**src/rtl/arilla_bus_pkg.sv**
```systemverilog
// Shared arilla system-bus definitions: arbiter FSM states and index-width helper.
package arilla_bus_pkg;

    typedef enum logic [0:0] {
        IDLE  = 1'b0,
        OWNED = 1'b1
    } arb_state_e;

    localparam int DefaultNumRequesters = 3;

    // A single requester still needs one index bit so the port never collapses to zero width.
    function automatic int idx_width(input int n);
        return (n > 1) ? $clog2(n) : 1;
    endfunction

endpackage

```
**src/rtl/arilla_bus_arbiter_if.sv**
```systemverilog
// Request/grant bundle between the bus masters (master side) and the arbiter (slave side).
interface arilla_bus_arbiter_if
    import arilla_bus_pkg::*;
#(
    parameter int NumRequesters = DefaultNumRequesters,
    parameter int TimeoutWidth  = 8
);
    localparam int IdxW = idx_width(NumRequesters);

    logic [NumRequesters-1:0] req;
    logic                     done;
    logic [NumRequesters-1:0] grant;
    logic                     grant_valid;
    logic [IdxW-1:0]          grant_index;
    logic                     timeout;
    logic [TimeoutWidth-1:0]  busy_cycles;

    modport master (
        output req, done,
        input  grant, grant_valid, grant_index, timeout, busy_cycles
    );

    modport slave (
        input  req, done,
        output grant, grant_valid, grant_index, timeout, busy_cycles
    );

endinterface

```
**src/rtl/arilla_bus_arbiter_picker.sv**
```systemverilog
// Combinational round-robin picker: first set candidate after rr_ptr, wrapping.
module rr_priority_picker
    import arilla_bus_pkg::*;
#(
    parameter int  NumRequesters = DefaultNumRequesters,
    localparam int IdxW          = idx_width(NumRequesters)
) (
    input  logic [NumRequesters-1:0] cand,
    input  logic [IdxW-1:0]          rr_ptr,
    output logic [NumRequesters-1:0] winner,
    output logic [IdxW-1:0]          win_idx,
    output logic                     found
);

    int pos;

    always_comb begin
        winner  = '0;
        win_idx = '0;
        found   = 1'b0;
        pos     = 0;
        for (int off = 1; off <= NumRequesters; off++) begin
            pos = (int'(rr_ptr) + off) % NumRequesters;
            if (!found && cand[IdxW'(pos)]) begin
                found               = 1'b1;
                winner[IdxW'(pos)]  = 1'b1;
                win_idx             = IdxW'(pos);
            end
        end
    end

endmodule

```
**src/rtl/arilla_bus_arbiter.sv**
```systemverilog
// Arilla system-bus arbiter: debug-priority class, round-robin within class,
// grant held until done, watchdog release on stuck transfers.
module arilla_bus_arbiter
    import arilla_bus_pkg::*;
#(
    parameter int                       NumRequesters = DefaultNumRequesters,
    parameter logic [NumRequesters-1:0] PriorityMask  = 3'b100,
    parameter int                       TimeoutCycles = 255,
    parameter int                       TimeoutWidth  = 8
) (
    input logic                 clk,
    input logic                 rst_n,
    arilla_bus_arbiter_if.slave bus
);

    localparam int                      IdxW        = idx_width(NumRequesters);
    localparam bit                      WdogEn      = (TimeoutCycles != 0);
    localparam logic [TimeoutWidth-1:0] ExpireCount = TimeoutWidth'(TimeoutCycles - 1);
    localparam logic [TimeoutWidth-1:0] BusyMax     = '1;

    arb_state_e               state_q, state_d;
    logic [NumRequesters-1:0] grant_q, grant_d;
    logic [NumRequesters-1:0] blocked_q, blocked_d;
    logic [IdxW-1:0]          idx_q, idx_d;
    logic [IdxW-1:0]          rr_q, rr_d;
    logic [TimeoutWidth-1:0]  busy_q, busy_d;
    logic                     timeout_q, timeout_d;

    logic [NumRequesters-1:0] elig, cand, win_onehot;
    logic [IdxW-1:0]          win_idx;
    logic                     win_found, owner_req, expire;

    // The current owner is masked out so a done cycle can hand straight over to someone else;
    // a timed-out master stays masked until it has dropped req for a cycle.
    assign elig      = bus.req & ~blocked_q & ~grant_q;
    assign cand      = (|(elig & PriorityMask)) ? (elig & PriorityMask) : elig;
    assign owner_req = |(bus.req & grant_q);
    assign expire    = WdogEn && (busy_q == ExpireCount);

    rr_priority_picker #(
        .NumRequesters(NumRequesters)
    ) u_picker (
        .cand   (cand),
        .rr_ptr (rr_q),
        .winner (win_onehot),
        .win_idx(win_idx),
        .found  (win_found)
    );

    always_ff @(posedge clk or negedge rst_n) begin
        if (!rst_n) begin
            state_q   <= IDLE;
            grant_q   <= '0;
            idx_q     <= '0;
            rr_q      <= IdxW'(NumRequesters - 1);
            busy_q    <= '0;
            timeout_q <= 1'b0;
            blocked_q <= '0;
        end else begin
            state_q   <= state_d;
            grant_q   <= grant_d;
            idx_q     <= idx_d;
            rr_q      <= rr_d;
            busy_q    <= busy_d;
            timeout_q <= timeout_d;
            blocked_q <= blocked_d;
        end
    end

    always_comb begin
        state_d   = state_q;
        grant_d   = grant_q;
        idx_d     = idx_q;
        rr_d      = rr_q;
        busy_d    = busy_q;
        timeout_d = 1'b0;
        blocked_d = blocked_q & bus.req;

        unique case (state_q)
            IDLE: begin
                if (win_found) begin
                    state_d = OWNED;
                    grant_d = win_onehot;
                    idx_d   = win_idx;
                    rr_d    = win_idx;
                    busy_d  = '0;
                end
            end
            OWNED: begin
                // done outranks abandon, and abandon outranks watchdog expiry.
                if (bus.done && win_found) begin
                    grant_d = win_onehot;
                    idx_d   = win_idx;
                    rr_d    = win_idx;
                    busy_d  = '0;
                end else if (bus.done || !owner_req || expire) begin
                    state_d = IDLE;
                    grant_d = '0;
                    idx_d   = '0;
                    busy_d  = '0;
                    if (!bus.done && owner_req) begin
                        timeout_d = 1'b1;
                        blocked_d = blocked_d | grant_q;
                    end
                end else if (busy_q != BusyMax) begin
                    busy_d = busy_q + 1'b1;
                end
            end
            default: begin
                state_d = IDLE;
                grant_d = '0;
                idx_d   = '0;
                busy_d  = '0;
            end
        endcase
    end

    assign bus.grant       = grant_q;
    assign bus.grant_valid = |grant_q;
    assign bus.grant_index = idx_q;
    assign bus.timeout     = timeout_q;
    assign bus.busy_cycles = busy_q;

endmodule

```
**src/flat_wrapper.sv**
```systemverilog
// flat-port wrapper written by rule: the top's interface ports become plain ports
module arilla_bus_arbiter_flat import arilla_bus_pkg::*;
#(
    parameter int                       NumRequesters = DefaultNumRequesters,
    parameter logic [NumRequesters-1:0] PriorityMask  = 3'b100,
    parameter int                       TimeoutCycles = 255,
    parameter int                       TimeoutWidth  = 8
)
  (clk, rst_n, bus_req, bus_done, bus_grant, bus_grant_valid, bus_grant_index, bus_timeout, bus_busy_cycles);
  arilla_bus_arbiter_if #(.NumRequesters(NumRequesters), .TimeoutWidth(TimeoutWidth)) bus_i ();
  input logic clk;
  input logic rst_n;
  input wire logic [$bits(bus_i.req)-1:0] bus_req;
  input wire logic [$bits(bus_i.done)-1:0] bus_done;
  output wire logic [$bits(bus_i.grant)-1:0] bus_grant;
  output wire logic [$bits(bus_i.grant_valid)-1:0] bus_grant_valid;
  output wire logic [$bits(bus_i.grant_index)-1:0] bus_grant_index;
  output wire logic [$bits(bus_i.timeout)-1:0] bus_timeout;
  output wire logic [$bits(bus_i.busy_cycles)-1:0] bus_busy_cycles;
  assign bus_i.req = bus_req;
  assign bus_i.done = bus_done;
  assign bus_grant = bus_i.grant;
  assign bus_grant_valid = bus_i.grant_valid;
  assign bus_grant_index = bus_i.grant_index;
  assign bus_timeout = bus_i.timeout;
  assign bus_busy_cycles = bus_i.busy_cycles;
  arilla_bus_arbiter #(.NumRequesters(NumRequesters), .PriorityMask(PriorityMask), .TimeoutCycles(TimeoutCycles), .TimeoutWidth(TimeoutWidth)) u_core (.clk(clk), .rst_n(rst_n), .bus(bus_i));
endmodule
```
**config.mk**
```make
export PLATFORM = sky130hd
export DESIGN_NAME = arilla_bus_arbiter_flat
export DESIGN_NICKNAME = d
export VERILOG_FILES = /design/src/rtl/arilla_bus_pkg.sv /design/src/rtl/arilla_bus_arbiter_if.sv /design/src/rtl/arilla_bus_arbiter_picker.sv /design/src/rtl/arilla_bus_arbiter.sv /design/src/flat_wrapper.sv
export SDC_FILE = /design/constraint.sdc
export NUM_CORES = 1
export LEC_CHECK = 0
export ABC_AREA = 1
export CAP_MARGIN = 20
export CORE_MARGIN = 5
export CORE_UTILIZATION = 48
export CTS_CLUSTER_SIZE = 10
export DETAILED_ROUTE_END_ITERATION = 7
export PLACE_DENSITY_LB_ADDON = 0.05
export SLEW_MARGIN = 20
export SYNTH_ARGS = -nofsm -noshare
export SYNTH_HDL_FRONTEND = slang
export SYNTH_SLANG_ARGS = --single-unit
```
**constraint.sdc**
```tcl
create_clock -name clk -period 1.7 [get_ports clk]
set_input_delay 0.34 -clock clk [delete_from_list [all_inputs] [get_ports clk]]
set_output_delay 0.34 -clock clk [all_outputs]
set_load 0.02 [all_outputs]
```
* After elaboration in Yosys (flattened, before gate mapping) *
Cells that the tools add are included.
W data, S select, Z words.

storage, ports and cells
  register bits after elaboration = 20
  word-level logic and storage cells = 106
  output and inout bits = 15

cells by class
  magnitude comparators = 6
  divide/modulo/power cells = 3
  reductions and logical operators = 18
  muxes and demuxes = 52
  $add $sub $neg = 4
  bitwise operators = 10
  equal/unequal tests = 6

operator list
  kind                     number
  $mod A32 B3 Y32 const B  3
  $mux W3                  11
  $mux W8                  4
  $mux W1                  19
  $pmux W8 S2              1
  $mux W2                  7
  $and A3 B3 Y3            4
  $lt A2 B4 Y1 const B     3
  $or A3 B3 Y3             3
  $add A8 B1 Y8 const B    1
  $eq A8 B8 Y1 const B     1
  $ne A8 B8 Y1 const B     1
  $pmux W2 S2              2
  $logic_and A1 B1 Y1      7
  $add A2 B2 Y3 const B    2
  $bmux W1 S2              3
  $demux W1 S2             3
  $ge A2 B1 Y1 const B     3
  $not A3 Y3               2
  $pmux W3 S2              1
  $reduce_and A2 Y1        3
  $reduce_or A3 Y1         2
  $logic_not A1 Y1         4
  $ne A4 B4 Y1 const B     1
  other kinds (7)          8

* Longest topological paths before layout *
  depth in word-level cells = 17
  gate-level depth with buffers = 14
  gate-level depth less buffers = 14

* Hierarchy *
Synthesis repeated with hierarchy kept, for this count alone.

unflattened totals
  cell total of the unflattened synthesis = 199
  area total of the unflattened synthesis = 1410.1 um^2

modules (own cells, without submodules)
  module              sequential area each (um^2)  times used  cells each  area an instance (um^2)
  arilla_bus_arbiter  501.7                        1           141         1118.6
  rr_priority_picker  0.0                          1           58          291.5

* Worst setup path after synthesis *
Ideal clock, no wire load.

  path kind = flip-flop to flip-flop
  start = register u_core.rr_q[1]
  end = register u_core.busy_q[0] (netlist: u_core.bus.busy_cycles[0])
  required time = 1583 ps
  path buffers = 1
  setup time = 117 ps
  arrival time = 1651 ps
  period minus slack after synthesis = 1768 ps
  setup slack = -68 ps
  cell stages (with the launch flop) = 13
  cell sequence = dfstp_2 -> ha_1 -> inv_2 -> nand2_1 -> nor2_2 -> inv_1 -> nand3_4 -> nor2_8 -> nand2_4 -> nand2_4 -> buf_8 -> nand3_1 -> nand2_1

on the way
  word-level cells in the longest chain between the ends = 15

ends and longest elaborated chain
  what                                                                      RTL line                         text
  start: declaration                                                        arilla_bus_arbiter.sv:25         logic [IdxW-1:0] rr_q, rr_d;
  start signal: assignment                                                  arilla_bus_arbiter.sv:55         rr_q <= IdxW'(NumRequesters - 1);
  start signal: assignment                                                  arilla_bus_arbiter.sv:63         rr_q <= rr_d;
  $add A2 B1 Y3                                                             arilla_bus_arbiter_picker.sv:23  pos = (int'(rr_ptr) + off) % NumRequesters;
  $mod A32 B3 Y32                                                           arilla_bus_arbiter_picker.sv:23
  $bmux W1 S2                                                               arilla_bus_arbiter_picker.sv:24  if (!found && cand[IdxW'(pos)]) begin
  $mux W1 (implied by the code) (2 in a row)                                arilla_bus_arbiter_picker.sv:24
  $mux W1                                                                   arilla_bus_arbiter_picker.sv:24
  $logic_not A1 Y1                                                          arilla_bus_arbiter_picker.sv:24
  $logic_and A1 B1 Y1                                                       arilla_bus_arbiter_picker.sv:24
  $mux W1                                                                   arilla_bus_arbiter_picker.sv:24
  $logic_not A1 Y1                                                          arilla_bus_arbiter_picker.sv:24
  $logic_and A1 B1 Y1                                                       arilla_bus_arbiter_picker.sv:24
  $mux W1 *                                                                 arilla_bus_arbiter_picker.sv:24
  $logic_and A1 B1 Y1                                                       arilla_bus_arbiter.sv:91         if (bus.done && win_found) begin
  $ne A4 B4 Y1 (no source line) / $mux W8 (equally long branches)           --
  $reduce_and A2 Y1 (no source line) / $pmux W8 S2 (equally long branches)  --
  end signal: assignment                                                    arilla_bus_arbiter.sv:64         busy_q <= busy_d;
  end: declaration                                                          arilla_bus_arbiter.sv:26         logic [TimeoutWidth-1:0] busy_q, busy_d;

Every way passes the cells marked *; elsewhere a longest branch is shown, timed or not. The select of a mux whose other input is x is not followed.
A chain may end at the register's enable or synchronous reset.

* Worst setup path after layout *
  start = register u_core.rr_q[1]
  end = register u_core.busy_q[2] (netlist: u_core.bus.busy_cycles[2])

The elaborated chain is that of the path after synthesis.

==> reports/qor.csv <==
stage,metric,value,unit
critical_path,critical path class,reg -> reg,
power_and_ir_drop,Leak Pwr,1.111,nW
yosys,most common cell in the netlist,nand2_1,
run_status,failing checks,negative setup slack,
sta,min Tclk post-route,1.773,ns
critical_path,FF-to-FF Start,u_core.rr_q[1]$_DFFE_PN1P_,
yosys,Synth Cell Area,1400,um2
yosys,syn_nets,199,
detailed_routing,Antenna Nets Post-Route,0,
worst_hold_path,Worst Hold Class,in -> async,
detailed_routing,initial DRC count,46,
critical_path,CP required,1.90,ns
yosys,Syn. warnings,0,
job,maxcap violations,0,
grt,global-route wire length before repair,5.989,mm
final_layout,Multi-input gate area,897.1,um2
grt,gr usage total,0.1812,
sta,Peak Freq,564.0,MHz
die,IO Count,21,
sta,final slew viol count,0,
clock_network,Clock Path Buffers,2,
die,die area,4097,um2
detailed_routing,Routed WL per cell,13.25,um
sta,final-report setup violation count,15,
sta,final setup skew,0.007398,ns
sta,Hold Fails Final Rpt,0,
place,Area after DPL,1774,um2
yosys,"Seq/Total Area, Yosys",0.3584,
final_layout,area grow syn2layout,45.84,%
clock_network,worst skew pair latency,0.30,ns
final_layout,Final #Nets,255,
yosys,ranking of synthesized cells by area,"dfrtp_1 34%, nand2_1 15%, nand3_1 11%",
yosys,Post-synth top cells,"57 x nand2_1, 31 x nand3_1, 23 x inv_1",
die,Die Span X,64.01,um
critical_path,Arrival @ worst endpoint,1.98,ns
critical_path,Worst Setup EP,u_core.bus.busy_cycles[2]$_DFFE_PN0P_,
die,Initial Util,0.5034,
die,Rows,19,
sta,Slew headroom,0.8116,
yosys,syn_area_per_cell,7.487,um2
yosys,Netlist cell types,27,
final_layout,Filler Cells Inserted,229,
final_layout,Final Cell Area,2042,um2
sta,RSZ-0062 raised after global routing,true,
clock_network,Clock transition at path regs,0.11,ns
run_status,status,"finished, violations left",
place,worst slack at placement,-0.3524,ns
die,die height,64.01,um
clock_network,CTS sink count,20,
critical_path,R2R cell count,12,
place,port bufs,20,
yosys,top-area cell type share of the netlist area,0.3396,
sta,Setup WS post-layout,-0.07319,ns
critical_path,reg-to-reg endpoint,u_core.bus.busy_cycles[2]$_DFFE_PN0P_,
final_layout,Register Area,501.7,um2
clock_network,Hold Buf Count CTS,0,
yosys,Yosys reg bits,20,
critical_path,reg2reg setup slack,-0.07,ns
clock_network,# H-tree levels,1,
place,routability cong.,0.8718,
final_layout,ANT cells,0,
die,core footprint,2781,um2
yosys,largest area contributor in the netlist,dfrtp_1,
detailed_routing,vias,1415,
grt,antenna violations before repair,0,
critical_path,Crit. End Element,flip-flop,
clock_network,CTS buffer count,3,
power_and_ir_drop,PD cells,1545,nW/um2
place,HPWL after DPL,2.591,mm
grt,Overflow after GRT,0,
detailed_routing,# DRC,0,
grt,largest net degree at the start of global routing,21,
critical_path,crit start category,flip-flop,
sta,post-route clock period utilization,1.043,
final_layout,layout cells sized above 1,0.3306,
critical_path,worst-path fanout max,6,
yosys,"Top FF cell, synth",dfrtp_1,
detailed_routing,Post-Route WL,3.616,mm
detailed_routing,number of detailed-route iterations in the first pass,4,
yosys,asr flop ratio synth,1.000,
sta,Worst-Margin Slew,0.2816,ns
critical_path,CP Launch Point,u_core.rr_q[1]$_DFFE_PN1P_,
clock_network,clock root buffer,clkbuf_4,
clock_network,CTS tree,yes,
grt,vias in the first global route,1355,
final_layout,final core utilization,0.7341,
power_and_ir_drop,worst IR drop on VDD,1366,uV
yosys,number of synthesized flops with an enable pin,0,
detailed_routing,Via-to-Cell Ratio,5.183,
yosys,gate count of the mapped netlist,187,
placed cells by master, fill, tap and decap left out, types with 4 or more instances in the layout:
cell type / instances
buf_4: 27
buf_6: 4
clkdlybuf4s50_1: 8
dfrtp_1: 19
dlygate4sd2_1: 10
inv_1: 17
inv_2: 9
nand2_1: 49
nand2_2: 9
nand2_4: 4
nand3_1: 28
nor2_1: 7
nor3_1: 4
o21ai_0: 4
metrics by stage:
step / power (W) / hold WS [ns] / TNS, ns / std cells
final: 0.003154 / 0.3550 / -0.7851 / 273
after CTS: 0.003000 / 0.3560 / -0.8378 / 270
after global placement: 0.002301 / 0.4630 / -4.382 / 255
after global routing: 0.003381 / 0.3681 / -2.312 / 273
after floorplan: 0.001789 / 0.04441 / 0 / 187
after detailed placement: 0.002337 / 0.4718 / -4.880 / 255
critical path, stage by stage (launching register included):
cell     delay (ns)
dfstp_2        0.59
ha_4           0.23
inv_4          0.08
nand2_4        0.05
nor2_4         0.08
inv_2          0.06
nand3_4        0.12
nor2_8         0.04
nand2_4        0.08
nand2_8        0.08
buf_6          0.14
nand3_1        0.06
nand2_1        0.05
worst min path at each step:
stage                                                  endpoint  slack, ns  cells past startpoint
after floorplan                   u_core.blocked_q[0]$_DFF_PN0_       0.04                      0
after global placement            u_core.blocked_q[1]$_DFF_PN0_       0.46                      2
after detailed placement          u_core.blocked_q[0]$_DFF_PN0_       0.47                      2
after CTS                 u_core.bus.busy_cycles[4]$_DFFE_PN0P_       0.36                      2
after global routing      u_core.bus.busy_cycles[4]$_DFFE_PN0P_       0.37                      2
final                     u_core.bus.busy_cycles[4]$_DFFE_PN0P_       0.35                      2
routing by layer:
layer / up-vias / global-route usage / wire (um)
met4: 0 / 0.05714 / 119
met2: 42 / 0.3028 / 1739
li1: 712 / - / -
met3: 14 / 0.04904 / 150
met5: - / 0 / 0
met1: 647 / 0.2257 / 1606
logic make-up after synthesis:
| logic type | synth area share |
|---|---|
| AO/OA/AOI/OAI | 0.06255 |
| XOR/XNOR | 0.01251 |
| adder cells (fa/ha/maj) | 0.05362 |
| buffers and inverters | 0.08578 |
| flip-flops | 0.3584 |
| AND/OR/NAND/NOR | 0.4272 |
registers in the layout (all words and copies together), names as in the netlist:
register and flops:
u_core.rr_q 2, u_core.blocked_q 3, u_core.bus.grant 3, u_core.bus.grant_index 2
u_core.bus.busy_cycles 8, u_core.state_q 1, u_core.bus.timeout 1
cell type report:
type	count	share of cell area
multi-input cells	138	0.4393
flip-flops and latches	20	0.2457
repair buffers	52	0.2255
inverters	28	0.05270
well taps	31	0.01900
clock buffers	4	0.01777
power breakdown:
part / switching (W) / total, W / internal, W
Sequential: 0.0000872 / 0.000651 / 0.000564
Clock: 0.000144 / 0.000275 / 0.000131
Combinational: 0.00123 / 0.00223 / 0.000998
repair_timing:
action                     4_1_cts  5_1_grt
hold endpoints to repair         0        0
pin swaps                        7        4
setup buffers                   11        3
gates resized for setup         34       12
setup endpoints to repair       27       19
Note: power is estimated with default switching activity, not from simulation.
